File: config.mk
export PLATFORM = sky130hd
export DESIGN_NAME = shift_pipe
export DESIGN_NICKNAME = d
export VERILOG_FILES = /design/src/rtl/shift_pkg.sv /design/src/rtl/shift_level.sv /design/src/rtl/shift_pipe.sv
export SDC_FILE = /design/constraint.sdc
export NUM_CORES = 1
export LEC_CHECK = 0
export BUFFER_PORTS_ARGS = -buffer_cell sky130_fd_sc_hd__buf_2
export CAP_MARGIN = 10
export CORE_ASPECT_RATIO = 0.5
export CORE_UTILIZATION = 60
export DETAILED_ROUTE_END_ITERATION = 12
export GPL_ROUTABILITY_DRIVEN = 0
export PLACE_DENSITY = 0.9
export SYNTH_ARGS = -nofsm -noshare
export SYNTH_HDL_FRONTEND = slang
export SYNTH_SLANG_ARGS = --single-unit
File: constraint.sdc
create_clock -name clk -period 3.65 [get_ports clk]
set_input_delay 0.1825 -clock clk [delete_from_list [all_inputs] [get_ports clk]]
set_output_delay 0.1825 -clock clk [all_outputs]
set_load 0.01 [all_outputs]
File: src/rtl/shift_pkg.sv
// Shared definitions for the pipelined barrel shifter: op encodings and the
// helpers that map shift levels onto pipeline stages.
package shift_pkg;

   typedef enum logic [1:0] {
      OP_SLL = 2'b00,
      OP_SRL = 2'b01,
      OP_SRA = 2'b10,
      OP_ROR = 2'b11
   } op_e;

   // Each stage gets floor(shw/pipe) levels; the first (shw mod pipe) stages get one more.
   function automatic int stage_levels(input int shw, input int pipe, input int s);
      return shw / pipe + ((s < shw % pipe) ? 1 : 0);
   endfunction

   function automatic int stage_first(input int shw, input int pipe, input int s);
      return s * (shw / pipe) + ((s < shw % pipe) ? s : shw % pipe);
   endfunction

   function automatic int level_stage(input int shw, input int pipe, input int k);
      int st;
      st = 0;
      for (int s = 0; s < pipe; s++) begin
         if (k >= stage_first(shw, pipe, s)) st = s;
      end
      return st;
   endfunction

endpackage

File: src/rtl/shift_level.sv
// One barrel-shifter level: conditionally shifts/rotates right or left by a
// fixed power-of-two amount.
module shift_level
   import shift_pkg::*;
#(
   parameter int WIDTH = 32,
   parameter int AMT   = 1
) (
   input  logic [WIDTH-1:0] data_i,
   input  op_e              op_i,
   input  logic             sign_i,
   input  logic             en_i,
   output logic [WIDTH-1:0] data_o
);

   always_comb begin
      data_o = data_i;
      if (en_i) begin
         case (op_i)
            OP_SLL:  data_o = {data_i[WIDTH-AMT-1:0], {AMT{1'b0}}};
            OP_SRL:  data_o = {{AMT{1'b0}}, data_i[WIDTH-1:AMT]};
            OP_SRA:  data_o = {{AMT{sign_i}}, data_i[WIDTH-1:AMT]};
            default: data_o = {data_i[AMT-1:0], data_i[WIDTH-1:AMT]};
         endcase
      end
   end

endmodule

File: src/rtl/shift_pipe.sv
// Pipelined barrel shifter (SLL/SRL/SRA/ROR) with valid/ready handshake and a
// pass-through tag; the whole pipe advances in lockstep on adv.
module shift_pipe
   import shift_pkg::*;
#(
   parameter  int WIDTH = 32,
   parameter  int PIPE  = 2,
   parameter  int TAG_W = 4,
   localparam int SHW   = $clog2(WIDTH)
) (
   input  logic             clk,
   input  logic             rst_n,
   input  logic             in_valid,
   output logic             in_ready,
   input  logic [1:0]       in_op,
   input  logic [WIDTH-1:0] in_data,
   input  logic [SHW-1:0]   in_shamt,
   input  logic [TAG_W-1:0] in_tag,
   output logic             out_valid,
   input  logic             out_ready,
   output logic [WIDTH-1:0] out_data,
   output logic [TAG_W-1:0] out_tag,
   output logic             out_zero
);

   logic [WIDTH-1:0] data_q  [PIPE];
   logic [WIDTH-1:0] data_d  [PIPE];
   op_e              op_q    [PIPE];
   op_e              op_d    [PIPE];
   logic             sign_q  [PIPE];
   logic             sign_d  [PIPE];
   logic [SHW-1:0]   shamt_q [PIPE];
   logic [SHW-1:0]   shamt_d [PIPE];
   logic [TAG_W-1:0] tag_q   [PIPE];
   logic [TAG_W-1:0] tag_d   [PIPE];
   logic             vld_q   [PIPE];
   logic             vld_d   [PIPE];

   // Stage inputs: stage 0 sees the request port, stage s sees register s-1.
   logic [WIDTH-1:0] st_data  [PIPE];
   logic [WIDTH-1:0] st_res   [PIPE];
   op_e              st_op    [PIPE];
   logic             st_sign  [PIPE];
   logic [SHW-1:0]   st_shamt [PIPE];
   logic [TAG_W-1:0] st_tag   [PIPE];
   logic             st_vld   [PIPE];

   logic [WIDTH-1:0] lvl_in  [SHW];
   logic [WIDTH-1:0] lvl_out [SHW];
   logic             adv;

   assign adv       = !vld_q[PIPE-1] | out_ready;
   assign in_ready  = adv & rst_n;
   assign out_valid = vld_q[PIPE-1];
   assign out_data  = data_q[PIPE-1];
   assign out_tag   = tag_q[PIPE-1];
   assign out_zero  = (out_data == '0);

   for (genvar s = 0; s < PIPE; s++) begin : g_stage
      localparam int LAST = stage_first(SHW, PIPE, s) + stage_levels(SHW, PIPE, s) - 1;
      if (s == 0) begin : g_head
         assign st_data[s]  = in_data;
         assign st_op[s]    = op_e'(in_op);
         assign st_sign[s]  = in_data[WIDTH-1];
         assign st_shamt[s] = in_shamt;
         assign st_tag[s]   = in_tag;
         assign st_vld[s]   = in_valid & in_ready;
      end else begin : g_body
         assign st_data[s]  = data_q[s-1];
         assign st_op[s]    = op_q[s-1];
         assign st_sign[s]  = sign_q[s-1];
         assign st_shamt[s] = shamt_q[s-1];
         assign st_tag[s]   = tag_q[s-1];
         assign st_vld[s]   = vld_q[s-1];
      end
      assign st_res[s] = lvl_out[LAST];
   end

   // Levels run LSB-first; the first level of each stage starts from that stage's input.
   for (genvar k = 0; k < SHW; k++) begin : g_level
      localparam int S = level_stage(SHW, PIPE, k);
      localparam int F = stage_first(SHW, PIPE, S);
      if (k == F) begin : g_first
         assign lvl_in[k] = st_data[S];
      end else begin : g_chain
         assign lvl_in[k] = lvl_out[k-1];
      end
      shift_level #(
         .WIDTH (WIDTH),
         .AMT   (1 << k)
      ) u_level (
         .data_i (lvl_in[k]),
         .op_i   (st_op[S]),
         .sign_i (st_sign[S]),
         .en_i   (st_shamt[S][k]),
         .data_o (lvl_out[k])
      );
   end

   always_comb begin
      for (int s = 0; s < PIPE; s++) begin
         data_d[s]  = st_res[s];
         op_d[s]    = st_op[s];
         sign_d[s]  = st_sign[s];
         shamt_d[s] = st_shamt[s];
         tag_d[s]   = st_tag[s];
         vld_d[s]   = st_vld[s];
      end
   end

   // Stage register boundary: everything freezes together while adv is low.
   always_ff @(posedge clk) begin
      if (!rst_n) begin
         for (int s = 0; s < PIPE; s++) begin
            data_q[s]  <= '0;
            op_q[s]    <= OP_SLL;
            sign_q[s]  <= 1'b0;
            shamt_q[s] <= '0;
            tag_q[s]   <= '0;
            vld_q[s]   <= 1'b0;
         end
      end else if (adv) begin
         for (int s = 0; s < PIPE; s++) begin
            data_q[s]  <= data_d[s];
            op_q[s]    <= op_d[s];
            sign_q[s]  <= sign_d[s];
            shamt_q[s] <= shamt_d[s];
            tag_q[s]   <= tag_d[s];
            vld_q[s]   <= vld_d[s];
         end
      end
   end

endmodule

* Word level (Yosys, flattened, before mapping)
Memory sizes are Yosys's and may differ from the RTL's.
Index checks and enable logic that the tools add are counted.
** Storage, ports and cells
- Register bits after elaboration :: 0
- Bits in writable memories :: 90
- Input port bits :: 47
- Output and inout port bits :: 39
- Word-level logic and storage cells :: 55
- Memories :: 6
** Memories
- data_q :: depth 2, bits a word 32, read ports 2, clocked after Yosys merged registers in 0, write ports 2, line shift_pipe.sv:26 : logic [WIDTH-1:0] data_q [PIPE];
- shamt_q :: depth 2, bits a word 5, read ports 1, clocked after Yosys merged registers in 0, write ports 2, line shift_pipe.sv:32 : logic [SHW-1:0] shamt_q [PIPE];
- tag_q :: depth 2, bits a word 4, read ports 2, clocked after Yosys merged registers in 0, write ports 2, line shift_pipe.sv:34 : logic [TAG_W-1:0] tag_q [PIPE];
- op_q :: depth 2, bits a word 2, read ports 1, clocked after Yosys merged registers in 0, write ports 2, line shift_pipe.sv:28 : op_e op_q [PIPE];
- sign_q :: depth 2, bits a word 1, read ports 1, clocked after Yosys merged registers in 0, write ports 2, line shift_pipe.sv:30 : logic sign_q [PIPE];
- vld_q :: depth 2, bits a word 1, read ports 2, clocked after Yosys merged registers in 0, write ports 2, line shift_pipe.sv:36 : logic vld_q [PIPE];
** Operators by class
- Mux-type cells :: 26
- Reductions and logical operators :: 4
- Bitwise gates (word level) :: 15
- Equal/unequal tests :: 4
** Operators by type and width (count)
- $pmux 32 s3 :: 5
- $mux 32 :: 7
- $logic_not 32->1 :: 1
- $or 1x1->1 :: 13
- $mux 5 :: 2
- $mux 1 :: 8
- $mux 4 :: 2
- $eq 2x1->1 const B :: 2
- $eq 2x2->1 const B :: 2
- $logic_not 2->1 :: 2
- $mux 2 :: 2
- $and 1x1->1 :: 2
- $logic_not 1->1 :: 1

* Longest topological paths before layout
- Depth after elaboration :: 8
- Mapped depth :: 9
- Mapped depth without buffers :: 6

* Cells and area by module
From an unflattened synthesis, not the netlist that was laid out.
** Unflattened totals
- Cell total of the unflattened synthesis :: 879
- Area total of the unflattened synthesis :: 7443.4 µm²
** By module, submodules not included
- shift_pipe :: area each 3243.1 µm², cells an instance 212, times used 1
- shift_level (g_level[4].u_level) :: area each 892.1 µm², cells an instance 128, times used 1
- shift_level (g_level[2].u_level) :: area each 888.4 µm², cells an instance 144, times used 1
- shift_level (g_level[3].u_level) :: area each 867.1 µm², cells an instance 139, times used 1
- shift_level (g_level[1].u_level) :: area each 859.6 µm², cells an instance 147, times used 1
- shift_level (g_level[0].u_level) :: area each 693.2 µm², cells an instance 109, times used 1

* Least setup slack after synthesis
No wires, ideal clock.
- Kind :: input -> register
- From :: in rst_n
- To :: mem data_q[0][0], enable pin
- Setup time :: 0.981 ns
- Arrival time :: 2.384 ns
- Data required time :: 2.669 ns
- Slack :: 0.285 ns
- Stages :: 3
- Cell sequence :: clkbuf_1 > clkbuf_1 > nand3b_1
** RTL lines
- start: declaration :: line shift_pipe.sv:12 : input logic rst_n,
- end: declaration :: line shift_pipe.sv:26

==> out/results.tsv <==
stage	metric	value	unit
global_route	total overflow reported by the global router	0	
critical_path	cell-by-cell trace of the critical path	nand2b_1 > nand2_1 > inv_1 > nand2_1 > a311oi_1 > o31a_1	
floorplan	Die Width	154	um
timing	final setup TNS	0	ns
critical_path	most frequent cell on the critical path	nand2_1	
route	count of routing violations after the opening detailed-route iteration	1630	
logic_synthesis	count of flip-flops with a built-in enable after synthesis	79	
route	Avg Vias per Cell	7.18	
floorplan	Placement Rows	27	
timing	final critical-path required period	2.70	ns
layout	final layout net count	904	
critical_path	Critical Setup Path Class	flop to flop	
logic_synthesis	cell type with the highest aggregate area in the netlist	edfxtp_1	
floorplan	die boundary height	78.2	um
power	Peak VDD IR	0.206	mV
logic_synthesis	sequential-to-total area share from yosys stat	0.341	
route	wire length per cell	21.0	um
critical_path	library cell contributing the largest single delay on the critical path	nand2b_1	
logic_synthesis	dominant cells by area after synthesis	edfxtp_1 (34%), nand2_1 (6.7%), a21oi_1 (5.2%)	
timing	final worst-path setup slack	0.949	ns
clock_tree	Resized cells post-CTS	0	
timing	Final Hold Violating Endpoints	0	
timing	final hold slack	0.141	ns
logic_synthesis	share of the synthesized netlist area taken by xor and xnor gates	0.00126	
clock_tree	CTS root buffer	clkbuf_16	
placed_design	placed insts	991	
critical_path	Reg2Reg Setup Slack	0.95	ns
logic_synthesis	Post-Syn Area	6970	um^2
clock_tree	count of hold-fix buffers inserted at cts	0	
critical_path	reg2reg end	data_q[0][11]	
layout	final std cells w/o fill	1006	
route	total wire length	21200	um
critical_path	worst endpoint data arrival time	2.89	ns
timing	Final Max Slew Viols	0	
clock_tree	clk sink count	79	
layout	area growth from synthesis to layout	4.49	%
timing	Fmax achieved	370	MHz
route	count of unresolved DRC violations after routing	0	
floorplan	Ports	86	
logic_synthesis	share of synthesized registers carrying an async set or reset	0	
floorplan	Die Footprint	12100	um^2
placed_design	Detail Placement HPWL	14800	um
critical_path	worst setup path start	vld_q[0][1]	
critical_path	r2r startpoint	vld_q[0][1]	
route	iteration count of the initial detailed-routing pass	7	
logic_synthesis	dominant register cell in the synthesized netlist	edfxtp_1	
global_route	via count of the first global-routing pass	6305	
worst_hold_path	kind of path behind the tightest hold check	input port to flop	
clock_tree	clock latency of the later-clocked register in the worst-skew pair	0.35	ns
clock_tree	clock buffers created by TritonCTS	9	
global_route	GRT Total Usage	0.353	
critical_path	largest incremental delay on the critical path	0.46	ns
route	detailed-routing wirelength on met1	8170	um
layout	Reg area	2370	um^2
logic_synthesis	combinational family with the most area after synthesis	compound AO/OA/AOI/OAI gates	
logic_synthesis	mux contribution to synthesized area	0.0519	
clock_tree	clk slew on worst S/H paths	0.06	ns
critical_path	FF-to-FF path depth	6	
critical_path	number of buffer and inverter instances along the worst setup path	1	
critical_path	path length in cells of the critical path	6	
layout	multi-input gate area in the final layout	3890	um^2
timing	measured slew at the worst slew-check pin	1.07	ns
critical_path	Max FO, Critical Path	19	
floorplan	Core Region	11100	um^2
logic_synthesis	distinct cell type count after synthesis	69	
global_route	pin count of the biggest net entering global routing	80	
layout	Layout Cell Area excl Fill	7280	um^2
outcome	result of the run	complete, no violations	
timing	worst clock skew on the final layout	0.0128	ns
power	leakage power of the design	2.82	nW
placed_design	port bufs	85	
critical_path	cell family with most CP delay	simple AND/OR/NAND/NOR gates	
global_route	first-pass GRT wire length	33300	um
global_route	number of antenna violations at the first check in global routing	1	
logic_synthesis	instance count of the mapped netlist	862	
placed_design	placement-stage worst setup slack	1.00	ns
critical_path	crit path to	data_q[0][11]	
logic_synthesis	warning count from the yosys run	0	
clock_tree	Max Buffers Root-to-Sink	2	
timing	Setup Viol. Count Final	0	
logic_synthesis	area fraction in and, or, nand and nor cells after synthesis	0.227	
critical_path	startpoint type of the worst setup path	flop	
logic_synthesis	fraction of the mapped netlist area in compound gates	0.278	
clock_tree	post-CTS setup buffer count	0	
logic_synthesis	number of synthesized register bits	79	
layout	number of diodes added for antenna fixing	0	
route	highest layer used for signal routing	met5	
route	routed length on met2	8610	um
layout	leading cell types in the layout, fill and taps excluded	nand2_1 (125), nor2_1 (86), buf_2 (84)	
clock_tree	CTS H-tree depth	3	
layout	most frequent standard cell in the layout excluding fill and tap cells	nand2_1	
power	power per standard cell area	394	nW/um^2
logic_synthesis	adder and majority gate portion of the synthesized area	0	
layout	fillers	923	
logic_synthesis	fraction of post-synthesis cell area in the top cell type by area	0.341	
route	count of nets left with antenna violations after detail routing	0	
logic_synthesis	mean cell area of the mapped netlist	8.08	um^2
layout	share of final-layout standard cells stronger than drive strength 1	0.165	
route	Via Count	7222	
job	Max-Cap Viols	0	
clock_tree	clock tree from TritonCTS	done	
critical_path	CP required	3.84	ns
placed_design	total placed instance area	6980	um^2
timing	setup repair after global routing missed its margin	false	
critical_path	crit end category	flop	
logic_synthesis	Net Count, Synth	909	
route	routed length on met3	3380	um
floorplan	starting density of the core	0.625	
timing	Final period util	0.740	
timing	worst slew margin relative to its limit	0.284	
[per-layer routing]
layer / vias to the layer above / global-route usage
met4: 2 / 0.150
met5: - / 0
met3: 136 / 0.126
met2: 710 / 0.519
li1: 3182 / -
met1: 3192 / 0.471
[kinds of logic (layout without fill, tap and decap cells)]
group / after synthesis / count (layout)
compound gates: 297 / 297
xor+xnor: 1 / 1
buf+inv: 122 / 121
flops: 79 / 79
mux: 27 / 27
simple gates: 336 / 336
[sequential cells by signal (all words and copies together) (netlist names)]
register	flops
data_q	64
tag_q	8
sign_q	1
op_q	2
shamt_q	2
vld_q	2
[synth_stat cells (all sizes together), types with 2 or more instances]
| cell | count |
|---|---|
| nand2 | 125 |
| nor2 | 89 |
| buf | 80 |
| edfxtp | 79 |
| a21oi | 72 |
| o21ai | 67 |
| a31oi | 39 |
| clkbuf | 30 |
| a211oi | 26 |
| nand3 | 22 |
| a311oi | 20 |
| and3 | 20 |
| nor2b | 20 |
| mux2i | 17 |
| o22ai | 17 |
| nand2b | 12 |
| o211ai | 12 |
| inv | 11 |
| nor4 | 11 |
| and2 | 9 |
| mux4 | 7 |
| nor3 | 7 |
| or2 | 6 |
| o221ai | 5 |
| o31ai | 5 |
| a22oi | 4 |
| or3b | 4 |
| a211o | 3 |
| mux2 | 3 |
| nand4 | 3 |
| nor3b | 3 |
| o21a | 3 |
| a2111oi | 2 |
| a21boi | 2 |
| a221oi | 2 |
| a2bb2oi | 2 |
| a311o | 2 |
| a32oi | 2 |
| o21bai | 2 |
| o311ai | 2 |
| o31a | 2 |
| o32ai | 2 |
[report_power, final]
part / total, mW / internal (mW) / switching [mW]
logic: 0.778 / 0.271 / 0.507
registers: 1.19 / 1.11 / 0.0771
clock network: 0.902 / 0.530 / 0.372
[metrics by stage]
| stage | utilization | total power [mW] |
|---|---|---|
| floorplan | - | 1.77 |
| global placement | 0.626 | 1.92 |
| detailed placement | 0.626 | 1.95 |
| CTS | 0.653 | 2.84 |
| global route | 0.653 | 2.97 |
| finish | 0.653 | 2.87 |
[area by class of cell]
type	instances	share of cell area
Multi-Input combinational cell	661	0.534
Sequential cell	79	0.326
Timing Repair Buffer	94	0.0681
Clock buffer	9	0.0309
Tap cell	145	0.0249
Clock inverter	6	0.00946
Inverter	12	0.00619
[worst min-delay path by stage]
| stage | from | endpoint | slack (ns) | cells past startpoint |
|---|---|---|---|---|
| floorplan | in_data[31] | sign_q[0] | 0.41 | 1 |
| global placement | in_valid | vld_q[0][0] | 0.49 | 2 |
| detailed placement | in_tag[3] | tag_q[0][3] | 0.49 | 2 |
| CTS | in_tag[3] | tag_q[0][3] | 0.14 | 2 |
| global route | in_shamt[3] | shamt_q[0][3] | 0.14 | 2 |
| finish | in_tag[3] | tag_q[0][3] | 0.14 | 2 |
Power figures use the tool's default switching activity.
